==> config.mk <==
export PLATFORM = sky130hd
export DESIGN_NAME = tdm_voice_engine_flat
export DESIGN_NICKNAME = d
export VERILOG_FILES = /design/src/rtl/tdm_voice_engine_if.sv /design/src/rtl/tdm_voice_engine.sv /design/src/flat_wrapper.sv
export SDC_FILE = /design/constraint.sdc
export NUM_CORES = 1
export LEC_CHECK = 0
export CORE_ASPECT_RATIO = 0.7
export CORE_MARGIN = 1.5
export CORE_UTILIZATION = 60
export DETAILED_ROUTE_END_ITERATION = 8
export HOLD_SLACK_MARGIN = 0.02
export PLACE_DENSITY = 0.77
export SLEW_MARGIN = 25
export SYNTH_ARGS = -nofsm -noshare
export SYNTH_HDL_FRONTEND = slang
export SYNTH_SLANG_ARGS = --single-unit
==> constraint.sdc <==
create_clock -name sys_clk -period 17.82 [get_ports sys_clk]
set_input_delay 4.455 -clock sys_clk [delete_from_list [all_inputs] [get_ports sys_clk]]
set_output_delay 4.455 -clock sys_clk [all_outputs]
set_load 0.005 [all_outputs]
==> src/rtl/tdm_voice_engine_if.sv <==
// Config handshake from the MIDI control unit plus the per-slot stream
// handed to the wavetable stage.
interface tdm_voice_engine_if #(
   parameter int VW     = 3,
   parameter int INC_W  = 16,
   parameter int ADDR_W = 8,
   parameter int WAVE_W = 2
) ();
   logic              cfg_valid;
   logic              cfg_ready;
   logic [1:0]        cfg_op;
   logic [VW-1:0]     cfg_voice;
   logic [INC_W-1:0]  cfg_data;
   logic              cfg_err;
   logic [VW-1:0]     tdm_voice_num;
   logic [ADDR_W-1:0] tdm_voice_addr;
   logic [WAVE_W-1:0] tdm_wavesel;
   logic              tdm_voice_en;
   logic              tdm_frame_start;

   modport master (
      output cfg_valid, cfg_op, cfg_voice, cfg_data,
      input  cfg_ready, cfg_err,
      input  tdm_voice_num, tdm_voice_addr, tdm_wavesel, tdm_voice_en, tdm_frame_start
   );

   modport slave (
      input  cfg_valid, cfg_op, cfg_voice, cfg_data,
      output cfg_ready, cfg_err,
      output tdm_voice_num, tdm_voice_addr, tdm_wavesel, tdm_voice_en, tdm_frame_start
   );
endinterface

==> src/rtl/tdm_voice_engine.sv <==
// Time-multiplexed NCO bank: one phase accumulator serviced per clock, round-robin,
// with a one-deep config holder whose request lands in its target voice's own slot.
module tdm_voice_engine #(
   parameter int N_VOICES            = 8,
   parameter int PHASE_W             = 24,
   parameter int INC_W               = 16,
   parameter int ADDR_W              = 8,
   parameter int WAVE_W              = 2,
   parameter bit PHASE_RESET_ON_GATE = 1'b1,
   localparam int VW                 = $clog2(N_VOICES)
) (
   input logic               sys_clk,
   input logic               sys_rst,
   tdm_voice_engine_if.slave bus
);

   typedef enum logic [1:0] {
      OP_SET_INC  = 2'd0,
      OP_SET_WAVE = 2'd1,
      OP_GATE_ON  = 2'd2,
      OP_GATE_OFF = 2'd3
   } cfg_op_e;

   localparam logic [VW:0]   N_VOICES_C  = (VW+1)'(N_VOICES);
   localparam logic [VW-1:0] LAST_SLOT_C = VW'(N_VOICES - 1);

   logic [VW-1:0]      slot_r;
   logic [PHASE_W-1:0] phase_r [N_VOICES];
   logic [INC_W-1:0]   inc_r   [N_VOICES];
   logic [WAVE_W-1:0]  wave_r  [N_VOICES];
   logic [N_VOICES-1:0] en_r;

   logic               ready_r;
   cfg_op_e            pend_op_r;
   logic [VW-1:0]      pend_voice_r;
   logic [INC_W-1:0]   pend_data_r;

   logic [VW-1:0]      num_r;
   logic [ADDR_W-1:0]  addr_r;
   logic [WAVE_W-1:0]  wavesel_r;
   logic               voice_en_r;
   logic               frame_start_r;
   logic               err_r;

   logic [PHASE_W-1:0] cur_phase_s;
   logic [PHASE_W-1:0] acc_phase_s;
   logic [PHASE_W-1:0] next_phase_s;
   logic               apply_s;
   logic               transfer_s;
   logic               voice_bad_s;

   // Phase update for the serviced slot, including any pending gate request
   always_comb begin
      cur_phase_s  = phase_r[slot_r];
      acc_phase_s  = cur_phase_s;
      next_phase_s = cur_phase_s;
      if (en_r[slot_r]) begin
         acc_phase_s = cur_phase_s + PHASE_W'(inc_r[slot_r]);
      end else begin
         acc_phase_s = cur_phase_s;
      end
      if (apply_s) begin
         case (pend_op_r)
            OP_GATE_ON: begin
               if (PHASE_RESET_ON_GATE) begin
                  next_phase_s = '0;
               end else begin
                  next_phase_s = acc_phase_s;
               end
            end
            OP_GATE_OFF: next_phase_s = cur_phase_s;
            default:     next_phase_s = acc_phase_s;
         endcase
      end else begin
         next_phase_s = acc_phase_s;
      end
   end

   // A held request waits for its own voice's slot so every store keeps one write port
   always_comb begin
      apply_s     = !ready_r && (pend_voice_r == slot_r);
      transfer_s  = bus.cfg_valid && ready_r;
      voice_bad_s = ({1'b0, bus.cfg_voice} >= N_VOICES_C);
   end

   // Slot sequencing, voice stores, config holder and registered outputs
   always_ff @(posedge sys_clk or posedge sys_rst) begin
      if (sys_rst) begin
         slot_r <= '0;
         for (int i = 0; i < N_VOICES; i++) begin
            phase_r[i] <= '0;
            inc_r[i]   <= '0;
            wave_r[i]  <= '0;
         end
         en_r          <= '0;
         ready_r       <= 1'b1;
         pend_op_r     <= OP_SET_INC;
         pend_voice_r  <= '0;
         pend_data_r   <= '0;
         num_r         <= '0;
         addr_r        <= '0;
         wavesel_r     <= '0;
         voice_en_r    <= 1'b0;
         frame_start_r <= 1'b0;
         err_r         <= 1'b0;
      end else begin
         if (slot_r == LAST_SLOT_C) begin
            slot_r <= '0;
         end else begin
            slot_r <= slot_r + VW'(1);
         end

         // Outputs reflect the voice state before this slot's update
         num_r           <= slot_r;
         addr_r          <= cur_phase_s[PHASE_W-1 -: ADDR_W];
         wavesel_r       <= wave_r[slot_r];
         voice_en_r      <= en_r[slot_r];
         frame_start_r   <= (slot_r == '0);
         phase_r[slot_r] <= next_phase_s;
         err_r           <= transfer_s && voice_bad_s;

         if (apply_s) begin
            ready_r <= 1'b1;
            case (pend_op_r)
               OP_SET_INC:  inc_r[slot_r]  <= pend_data_r;
               OP_SET_WAVE: wave_r[slot_r] <= pend_data_r[WAVE_W-1:0];
               OP_GATE_ON:  en_r[slot_r]   <= 1'b1;
               OP_GATE_OFF: en_r[slot_r]   <= 1'b0;
               default:     en_r           <= en_r;
            endcase
         end else if (transfer_s && !voice_bad_s) begin
            ready_r      <= 1'b0;
            pend_op_r    <= cfg_op_e'(bus.cfg_op);
            pend_voice_r <= bus.cfg_voice;
            pend_data_r  <= bus.cfg_data;
         end else begin
            ready_r <= ready_r;
         end
      end
   end

   assign bus.cfg_ready       = ready_r;
   assign bus.cfg_err         = err_r;
   assign bus.tdm_voice_num   = num_r;
   assign bus.tdm_voice_addr  = addr_r;
   assign bus.tdm_wavesel     = wavesel_r;
   assign bus.tdm_voice_en    = voice_en_r;
   assign bus.tdm_frame_start = frame_start_r;

endmodule
==> src/flat_wrapper.sv <==
// flat-port wrapper written by rule: the top's interface ports become plain ports
module tdm_voice_engine_flat 
#(
   parameter int N_VOICES            = 8,
   parameter int PHASE_W             = 24,
   parameter int INC_W               = 16,
   parameter int ADDR_W              = 8,
   parameter int WAVE_W              = 2,
   parameter bit PHASE_RESET_ON_GATE = 1'b1,
   localparam int VW                 = $clog2(N_VOICES)
)
  (sys_clk, sys_rst, bus_cfg_valid, bus_cfg_op, bus_cfg_voice, bus_cfg_data, bus_cfg_ready, bus_cfg_err, bus_tdm_voice_num, bus_tdm_voice_addr, bus_tdm_wavesel, bus_tdm_voice_en, bus_tdm_frame_start);
  tdm_voice_engine_if #(.INC_W(INC_W), .ADDR_W(ADDR_W), .WAVE_W(WAVE_W)) bus_i ();
  input logic sys_clk;
  input logic sys_rst;
  input wire logic [$bits(bus_i.cfg_valid)-1:0] bus_cfg_valid;
  input wire logic [$bits(bus_i.cfg_op)-1:0] bus_cfg_op;
  input wire logic [$bits(bus_i.cfg_voice)-1:0] bus_cfg_voice;
  input wire logic [$bits(bus_i.cfg_data)-1:0] bus_cfg_data;
  output wire logic [$bits(bus_i.cfg_ready)-1:0] bus_cfg_ready;
  output wire logic [$bits(bus_i.cfg_err)-1:0] bus_cfg_err;
  output wire logic [$bits(bus_i.tdm_voice_num)-1:0] bus_tdm_voice_num;
  output wire logic [$bits(bus_i.tdm_voice_addr)-1:0] bus_tdm_voice_addr;
  output wire logic [$bits(bus_i.tdm_wavesel)-1:0] bus_tdm_wavesel;
  output wire logic [$bits(bus_i.tdm_voice_en)-1:0] bus_tdm_voice_en;
  output wire logic [$bits(bus_i.tdm_frame_start)-1:0] bus_tdm_frame_start;
  assign bus_i.cfg_valid = bus_cfg_valid;
  assign bus_i.cfg_op = bus_cfg_op;
  assign bus_i.cfg_voice = bus_cfg_voice;
  assign bus_i.cfg_data = bus_cfg_data;
  assign bus_cfg_ready = bus_i.cfg_ready;
  assign bus_cfg_err = bus_i.cfg_err;
  assign bus_tdm_voice_num = bus_i.tdm_voice_num;
  assign bus_tdm_voice_addr = bus_i.tdm_voice_addr;
  assign bus_tdm_wavesel = bus_i.tdm_wavesel;
  assign bus_tdm_voice_en = bus_i.tdm_voice_en;
  assign bus_tdm_frame_start = bus_i.tdm_frame_start;
  tdm_voice_engine #(.N_VOICES(N_VOICES), .PHASE_W(PHASE_W), .INC_W(INC_W), .ADDR_W(ADDR_W), .WAVE_W(WAVE_W), .PHASE_RESET_ON_GATE(PHASE_RESET_ON_GATE)) u_core (.sys_clk(sys_clk), .sys_rst(sys_rst), .bus(bus_i));
endmodule
======== Yosys cells after proc, flatten, opt, wreduce, memory -nomap -nowiden ========
Index checks and enable logic that the tools add are counted.
word-level totals
  logic and storage cells ................. 93
  register bits ........................... 384
  input port bits ......................... 24
  output and inout port bits .............. 17
cells by class
  reduce and logical (&&, ||, !) cells .... 13
  bitwise operators ....................... 5
  add/sub/neg operators ................... 2
  order comparisons ....................... 4
  equality and inequality tests ........... 5
  muxes and demuxes ....................... 29
operators with widths
  cell                                                         number
  bitwise mux 192 bit                                          1
  bitwise mux 128 bit                                          1
  two-way mux 24 bit                                           5
  binary-select mux 24 bit (select 3 bit)                      1
  demux 24 bit (select 3 bit)                                  1
  binary-select mux 16 bit (select 3 bit)                      1
  demux 16 bit (select 3 bit)                                  1
  two-way mux 16 bit                                           3
  one-hot mux 24 bit (2 select lines)                          1
  adder 24 x 16 -> 24 bit                                      1
  bitwise mux 16 bit                                           1
  one-hot mux 8 bit (2 select lines)                           1
  AND 8 bit                                                    1
  inverter 8 bit                                               1
  OR 8 bit                                                     1
  AND reduction 2 bit                                          4
  binary-select mux 2 bit (select 3 bit)                       1
  demux 2 bit (select 3 bit)                                   1
  two-way mux 2 bit                                            3
  equality test 2 bit (second input constant)                  2
  greater-or-equal comparator 4 bit (second input constant)    1
  logical AND 1 bit                                            4
  less-than comparator 3 x 4 -> 1 bit (second input constant)  1
  less-than comparator 4 x 1 -> 1 bit (second input constant)  1
  15 further kinds                                             19

======== Logic depth before layout (Yosys ltp) ========
Gate-level depths: netlist (run 1).
  depth in word-level cells ............... 9
  mapped depth ............................ 20

======== Worst setup path after synthesis (run 1) ========
No wires, ideal clock.
  path kind ............................... input-to-reg
  start ................................... input port bus_cfg_valid
  end ..................................... register u_core.pend_data_r[0]
  data arrival time ....................... 5240 ps
  setup time .............................. 125 ps
  slack ................................... 12456 ps
  cell stages on the path ................. 3
  data required time ...................... 17695 ps
  path buffers ............................ 1
  path through ............................ nand2_1 clkbuf_1 mux2_2
between the ends
  cells in the longest elaborated chain, start to end .. 2
ends and longest elaborated chain
  what                           line                     source
  from (decl)                    flat_wrapper.sv:16       input wire logic [$bits(bus_i.cfg_valid)-1:0] bus_cfg_valid;
  logical AND 1 bit              tdm_voice_engine.sv:82   transfer_s = bus.cfg_valid && ready_r;
  AND reduction 2 bit (no line)  n/a
  to (signal assigned)           tdm_voice_engine.sv:135  pend_data_r <= bus.cfg_data;
  to (decl)                      tdm_voice_engine.sv:36   logic [INC_W-1:0] pend_data_r;
No other way between the ends.
A chain may end at the register's enable or synchronous reset.

======== Worst setup path in the final report (run 1) ========
  start ................................... register u_core.ready_r (netlist: u_core.bus.cfg_ready)
  end ..................................... output port bus_cfg_ready
RTL lines
  what                    line                     source
  from (decl)             tdm_voice_engine.sv:33   logic ready_r;
  from (signal assigned)  tdm_voice_engine.sv:137  ready_r <= ready_r;
  to (decl)               flat_wrapper.sv:20       output wire logic [$bits(bus_i.cfg_ready)-1:0] bus_cfg_ready;
No word-level cell between the ends.

==> flow_summary.yaml, run 1 <==
worst_setup_path:
  crit_cells: 1
  cp-end-kind: "primary output"
  critical_path_arrival_ps: 1630
  crit_buf_inv: 1
  required_ps: 13360
  rr_startpoint: "u_core.slot_r[2]$_DFF_PP0_"
  worst_setup_path_start_kind: "register"
  worst-setup-path-type: "register to primary output"
  setup.worst_path.start: "u_core.bus.cfg_ready$_DFFE_PP1P_"
  crit_path_top_delay_cell: "dfstp_2"
  crit_end: "bus_cfg_ready"
  r2r_cells: 15
  r2r_setup_slack_ps: 12610
  slowest_delay_ps: 590
  cp_max_fo: 5
  critPathTopFamily: "flip-flops"
  r2r_end: "u_core.phase_r[92]$_DFFE_PP0P_"
  crit_chain: "clkdlybuf4s50_1"
clock_network:
  clockBufferDepth: 3
  htree_levels: 2
  ctsResizeCount: 0
  cts_tree: "yes"
  cts_buffers: 37
  clk_pin_slew_ps: 60
  clkLatencyLatePin_ps: 540
  post-cts-setup-buffers: 0
  holdBufCountCts: 0
  cts.sinks: 384
  root_buffer: "clkbuf_16"
logic_synthesis:
  yosys_warnings: 0
  synthMuxAreaShare: 0.131
  synth_edf_count: 0
  synth_cells: 1505
  synth_fp_nets: 1549
  synth_top_family_by_area: "compound AO/OA/AOI/OAI gates"
  synthFlopType: "dfrtp_1"
  yosys.area_share.simple: 0.0964
  synth-xor-area-share: 0.00555
  postSynth.asyncResetShare: 1.00
  syn-mean-instance-area_um2: 11.5
  synth-compound-area-share: 0.167
  synth.distinct_cells: 84
  synth_area_um2: 17400
  ys_ff_latch: 384
  synthAdderAreaFrac: 0.0149
  synth_seq_area_share: 0.554
sta:
  fmax_ghz: 0.164
  finalCriticalPeriod_ps: 6090
  fin_ws_ps: 11730
  worst_pin_slew_ps: 1080
  drv_slew: 0
  setup_violations: 0
  hold_viol: 0
  worst_slew_margin_rel: 0.276
  timing.final.crit_share: 0.342
  skew_ps: 11.4
  hold_ws_ps: 476
  rsz0062_at_grt: "false"
  tns_ps: 0
detailed_routing:
  first_pass_iters: 6
  drt-initial-drc-count: 1109
  viasPerCell: 6.51
  drt-met1-wl_um: 19400
  highest_layer: "met4"
  drc_errors: 0
  wl_um: 43700
  drtAntennaViolNets: 0
  wl_met2_um: 19300
  vias: 12400
  dr_wl_met3_um: 4000
  wire_per_inst_um: 22.9
final_layout:
  final_nets: 1555
  num-fill-cells: 2065
  antenna_cells: 0
  fin_area_um2: 19200
  syn_to_final_growth_pct: 10.6
  drive_above_1_share: 0.215
  postLayoutCoreUtil: 0.682
placement:
  gp_congestion: 0.895
  dpl-instance-area_um2: 18000
  place_ws_ps: 11200
  portBuffers: 39
  hpwlAfterDp_um: 25300
global_route:
  track_usage: 0.299
  grt_antenna_before_repair: 0
  grt_max_degree: 189
  grt_pass1_wl_um: 69100
  grt_pass1_vias: 12200
  gr-total-overflow: 0
hold_path:
  hp-class: "register to register"
floorplan:
  io_pins: 41
  start_util: 0.617
  coreArea_um2: 28100
  die_w_um: 206
  die-area_um2: 30000
  rows: 51
  die_h_um: 145
power_and_ir_drop:
  power_density_nw_per_um2: 128
  p_leak_nw: 8.74
  max-vdd-ir-drop_v: 0.000107
outcome:
  status: "finished clean"
run:
  drv_cap: 0
[layout make-up]
| cell class | instances | area (um^2) | area share |
|---|---|---|---|
| clock buffer | 53 | 1070 | 0.0556 |
| clock inverter | 11 | 111 | 0.00580 |
| inverter | 17 | 71.3 | 0.00372 |
| multi-input combinational | 1008 | 7260 | 0.378 |
| sequential | 384 | 9610 | 0.501 |
| tap | 371 | 464 | 0.0242 |
| timing repair buffer | 63 | 603 | 0.0314 |
[cells by family after synthesis]
group                      after synthesis
muxes                                  192
DFF                                    384
other                                    1
adders and majority gates               20
xor gates and xnor gates                11
AOI/OAI and AO/OA                      436
and+or+nand+nor                        348
buffers and inverters                  113
[metrics by stage]
step                total power, mW  cells
floorplan                      1.53   1505
global placement               1.65   1842
detailed placement             1.68   1842
CTS                            2.45   1906
global route                   2.56   1907
finish                         2.45   1907
[synthesized netlist by cell type (all sizes together), types with 5 or more instances]
master  number  area, um^2
dfrtp      383        9580
o21ai      177         920
o31ai        8        60.1
nor2b        5        31.3
mux4         8         180
nand4       34         213
mux2       178        2020
ha          19         238
mux2i        6        76.3
a221oi       7        61.3
a21oi       51         263
xnor2        5        43.8
nor2        64         270
a31oi       12        87.6
a21o         8        60.1
xor2         6        52.6
inv         15        56.3
clkbuf      48         180
and3         8        50.1
buf         48         294
a22oi      142        1110
nand3       16        90.1
nor3         6        46.3
nand2      183         687
[placed cells by master, fill, tap and decap left out, types with 9 or more instances in the layout]
master           count
nand4_1             34
a21oi_1             49
buf_4               22
o21ai_1             45
a31oi_1             10
mux2_2             174
clkdlybuf4s50_1     39
o21ai_0            123
o21ai_2              9
nor2_1              54
a22oi_1            134
nand2_1            182
clkbuf_16           37
inv_1               12
dfrtp_1            382
ha_1                19
nand3_1             14
[flip-flops by register name, summed over array words and instances, names as in the netlist, 2 cells and up, named ones only]
| name | count |
|---|---|
| u_core.slot_r | 3 |
| u_core.bus.tdm_wavesel | 2 |
| u_core.pend_voice_r | 3 |
| u_core.phase_r | 192 |
| u_core.pend_data_r | 16 |
| u_core.bus.tdm_voice_num | 3 |
| u_core.inc_r | 128 |
| u_core.pend_op_r | 2 |
| u_core.wave_r | 16 |
| u_core.bus.tdm_voice_addr | 8 |
[worst min-delay path by stage]
stage	startpoint	endpoint	slack, ps	depth (start not counted)
finish	u_core.phase_r[118]$_DFFE_PP0P_	u_core.phase_r[118]$_DFFE_PP0P_	480	2
global route	u_core.phase_r[34]$_DFFE_PP0P_	u_core.phase_r[34]$_DFFE_PP0P_	500	2
CTS	u_core.phase_r[118]$_DFFE_PP0P_	u_core.phase_r[118]$_DFFE_PP0P_	480	2
detailed placement	u_core.phase_r[118]$_DFFE_PP0P_	u_core.phase_r[118]$_DFFE_PP0P_	460	2
global placement	u_core.phase_r[63]$_DFFE_PP0P_	u_core.phase_r[63]$_DFFE_PP0P_	460	2
floorplan	u_core.slot_r[0]$_DFF_PP0_	u_core.bus.tdm_voice_num[0]$_DFF_PP0_	380	0
[layer usage]
| layer | up-vias | track usage |
|---|---|---|
| li1 | 5514 | - |
| met1 | 6290 | 0.453 |
| met2 | 526 | 0.440 |
| met3 | 78 | 0.0557 |
| met4 | 0 | 0.0884 |
| met5 | - | 0 |
[where the power goes]
part | switching, mW | internal, mW
Sequential | 0.159 | 1.08
Combinational | 0.220 | 0.216
Clock | 0.331 | 0.445
Note: power is estimated with default switching activity, not from simulation.
==> run 2: changes to the inputs <==
--- a/config.mk
+++ b/config.mk
@@ -7,10 +7,10 @@
 export LEC_CHECK = 0
 export CORE_ASPECT_RATIO = 0.7
 export CORE_MARGIN = 1.5
-export CORE_UTILIZATION = 60
+export CORE_UTILIZATION = 56
 export DETAILED_ROUTE_END_ITERATION = 8
 export HOLD_SLACK_MARGIN = 0.02
-export PLACE_DENSITY = 0.77
+export PLACE_DENSITY = 0.75
 export SLEW_MARGIN = 25
 export SYNTH_ARGS = -nofsm -noshare
 export SYNTH_HDL_FRONTEND = slang
==> constraint.sdc (replaced) <==
create_clock -name sys_clk -period 4.91 [get_ports sys_clk]
set_input_delay 1.2275 -clock sys_clk [delete_from_list [all_inputs] [get_ports sys_clk]]
set_output_delay 1.2275 -clock sys_clk [all_outputs]
set_load 0.005 [all_outputs]
==> flow_summary.yaml, run 2 (synthesis results as in run 1) <==
detailed_routing:
  drt-initial-drc-count: 1584
  first_pass_iters: 5
  vias: 12600
  drc_errors: 0
  drtAntennaViolNets: 0
  wl_um: 45600
  wire_per_inst_um: 22.9
  viasPerCell: 6.35
sta:
  rsz0062_at_grt: "false"
  setup_violations: 0
  finalCriticalPeriod_ps: 4530
  tns_ps: 0
  timing.final.crit_share: 0.922
  worst_pin_slew_ps: 787
  fmax_ghz: 0.221
  fin_ws_ps: 382
  drv_slew: 0
  hold_viol: 0
  worst_slew_margin_rel: 0.474
  skew_ps: 18.4
worst_setup_path:
  slowest_delay_ps: 690
  r2r_cells: 13
  setup.worst_path.start: "u_core.slot_r[1]$_DFF_PP0_"
  crit_end: "u_core.phase_r[119]$_DFFE_PP0P_"
  required_ps: 5360
  crit_chain: "buf_4, and3b_2, buf_4, a22oi_1, nand4_1, ha_1, and4_1, a21oi_1, a211oi_1, nor3_1, o21ai_1, nand4b_2, a31oi_1"
  cp_max_fo: 13
  worst-setup-path-type: "register to register"
  r2r_end: "u_core.phase_r[119]$_DFFE_PP0P_"
  worst_setup_path_start_kind: "register"
  r2r_setup_slack_ps: 380
  crit_path_frequent_cell: "buf_4"
  rr_startpoint: "u_core.slot_r[1]$_DFF_PP0_"
  crit_path_top_delay_cell: "dfrtp_1"
  critical_path_arrival_ps: 4980
  cp-end-kind: "register"
final_layout:
  largest_reg_flops: 192
  num-fill-cells: 2323
  regMostFlops: "u_core.phase_r"
  drive_above_1_share: 0.237
  multiInputGateArea_um2: 7240
  final_common_cell: "dfrtp_1"
  top_regs: "u_core.phase_r x192, u_core.inc_r x128"
  layout_common_cells: "dfrtp_1 (382), nand2_1 (183), mux2_2 (174)"
  fin_cells: 1991
  seq_area_um2: 9610
  final_nets: 1596
  antenna_cells: 0
  syn_to_final_growth_pct: 13.2
floorplan:
  coreArea_um2: 30200
  die-area_um2: 32100
  io_pins: 41
  die_w_um: 213
  die_h_um: 150
  rows: 53
  start_util: 0.574
placement:
  numPlacedInstances: 1923
  gp_congestion: 0.940
  hpwlAfterDp_um: 29000
  place_ws_ps: 534
  portBuffers: 39
power_and_ir_drop:
  netSwitchingPower_mw: 2.66
  power_mw: 9.13
  p_int_mw: 6.47
  p_sw_frac: 0.292
  combPwrFrac: 0.176
  clockPowerShare: 0.328
  power_density_nw_per_um2: 465
  pwr-share-seq: 0.496
  p_leak_nw: 8.99
  max-vdd-ir-drop_v: 0.000334
clock_network:
  cts.sinks: 384
  cts_buffers: 38
  post-cts-setup-buffers: 0
  ctsResizeCount: 0
  root_buffer: "clkbuf_16"
  clockBufferDepth: 3
  clk_pin_slew_ps: 60
  holdBufCountCts: 0
  clkLatencyLatePin_ps: 540
  htree_levels: 2
  cts_tree: "yes"
run:
  drv_cap: 0
global_route:
  grt_max_degree: 102
  grt_antenna_before_repair: 0
  grtUsageMet2: 0.449
  grt_pass1_wl_um: 72500
  gr-total-overflow: 0
  gr-usage-met1: 0.436
  grt.busiest_layer: "met2"
  grt_pass1_vias: 12500
  track_usage: 0.297
  grtUsageMet3: 0.0653
hold_path:
  hold_depth: 2
  hp-class: "register to register"
outcome:
  status: "finished clean"
## run 2: cell count changes in the layout (fill, tap and decap cells not counted), moves of 2 or more
| cell | change |
|---|---|
| nor2_4 | -3 |
| inv_6 | +3 |
| buf_4 | +37 |
| bufinv_16 | +2 |
| nor2_2 | +3 |
| buf_12 | +4 |
| clkbuf_1 | -2 |
## run 2: critical path: cells and delay by family, from the launching register on
family / cells / cell delay (ps)
adders and majority gates: 1 / 450
AOI/OAI and AO/OA: 5 / 1500
and+or+nand+nor: 5 / 1310
buffers and inverters: 2 / 480
DFF: 1 / 690
## run 2: layer usage
layer | share of wire | up-vias
met1 | 0.45 | 6391
met4 | 0.021 | 0
met3 | 0.088 | 83
met2 | 0.44 | 563
li1 | - | 5600
met5 | 0 | -
## run 2: area by class of cell
type	count	area share
timing repair buffer	103	0.0475
inverter	17	0.00344
tap	412	0.0262
multi-input combinational	1008	0.369
clock inverter	16	0.0103
clock buffer	51	0.0545
sequential	384	0.489
## run 2: worst min path at each step
stage	endpoint	from	slack, ps
finish	u_core.phase_r[15]$_DFFE_PP0P_	u_core.phase_r[15]$_DFFE_PP0P_	480
global route	u_core.phase_r[98]$_DFFE_PP0P_	u_core.phase_r[98]$_DFFE_PP0P_	500
CTS	u_core.phase_r[15]$_DFFE_PP0P_	u_core.phase_r[15]$_DFFE_PP0P_	480
detailed placement	u_core.phase_r[15]$_DFFE_PP0P_	u_core.phase_r[15]$_DFFE_PP0P_	460
global placement	u_core.phase_r[15]$_DFFE_PP0P_	u_core.phase_r[15]$_DFFE_PP0P_	460
floorplan	u_core.bus.tdm_voice_num[0]$_DFF_PP0_	u_core.slot_r[0]$_DFF_PP0_	380
## run 2: power by group through the flow
stage	clock (mW)	sequential (mW)	combinational [mW]
CTS	3.02	4.51	1.60
global route	3.15	4.62	1.77
detailed placement	0	4.55	1.59
global placement	0	4.50	1.52
floorplan	0	4.33	1.24
finish	2.99	4.53	1.61
## run 2: through the flow
step	hold slack (ps)	area [um^2]	utilization
2_1_floorplan	381	17400	-
3_3_place_gp	456	18300	0.606
3_5_place_dp	465	18300	0.606
4_1_cts	479	19600	0.648
5_1_grt	497	19600	0.649
6_report	476	19600	0.649
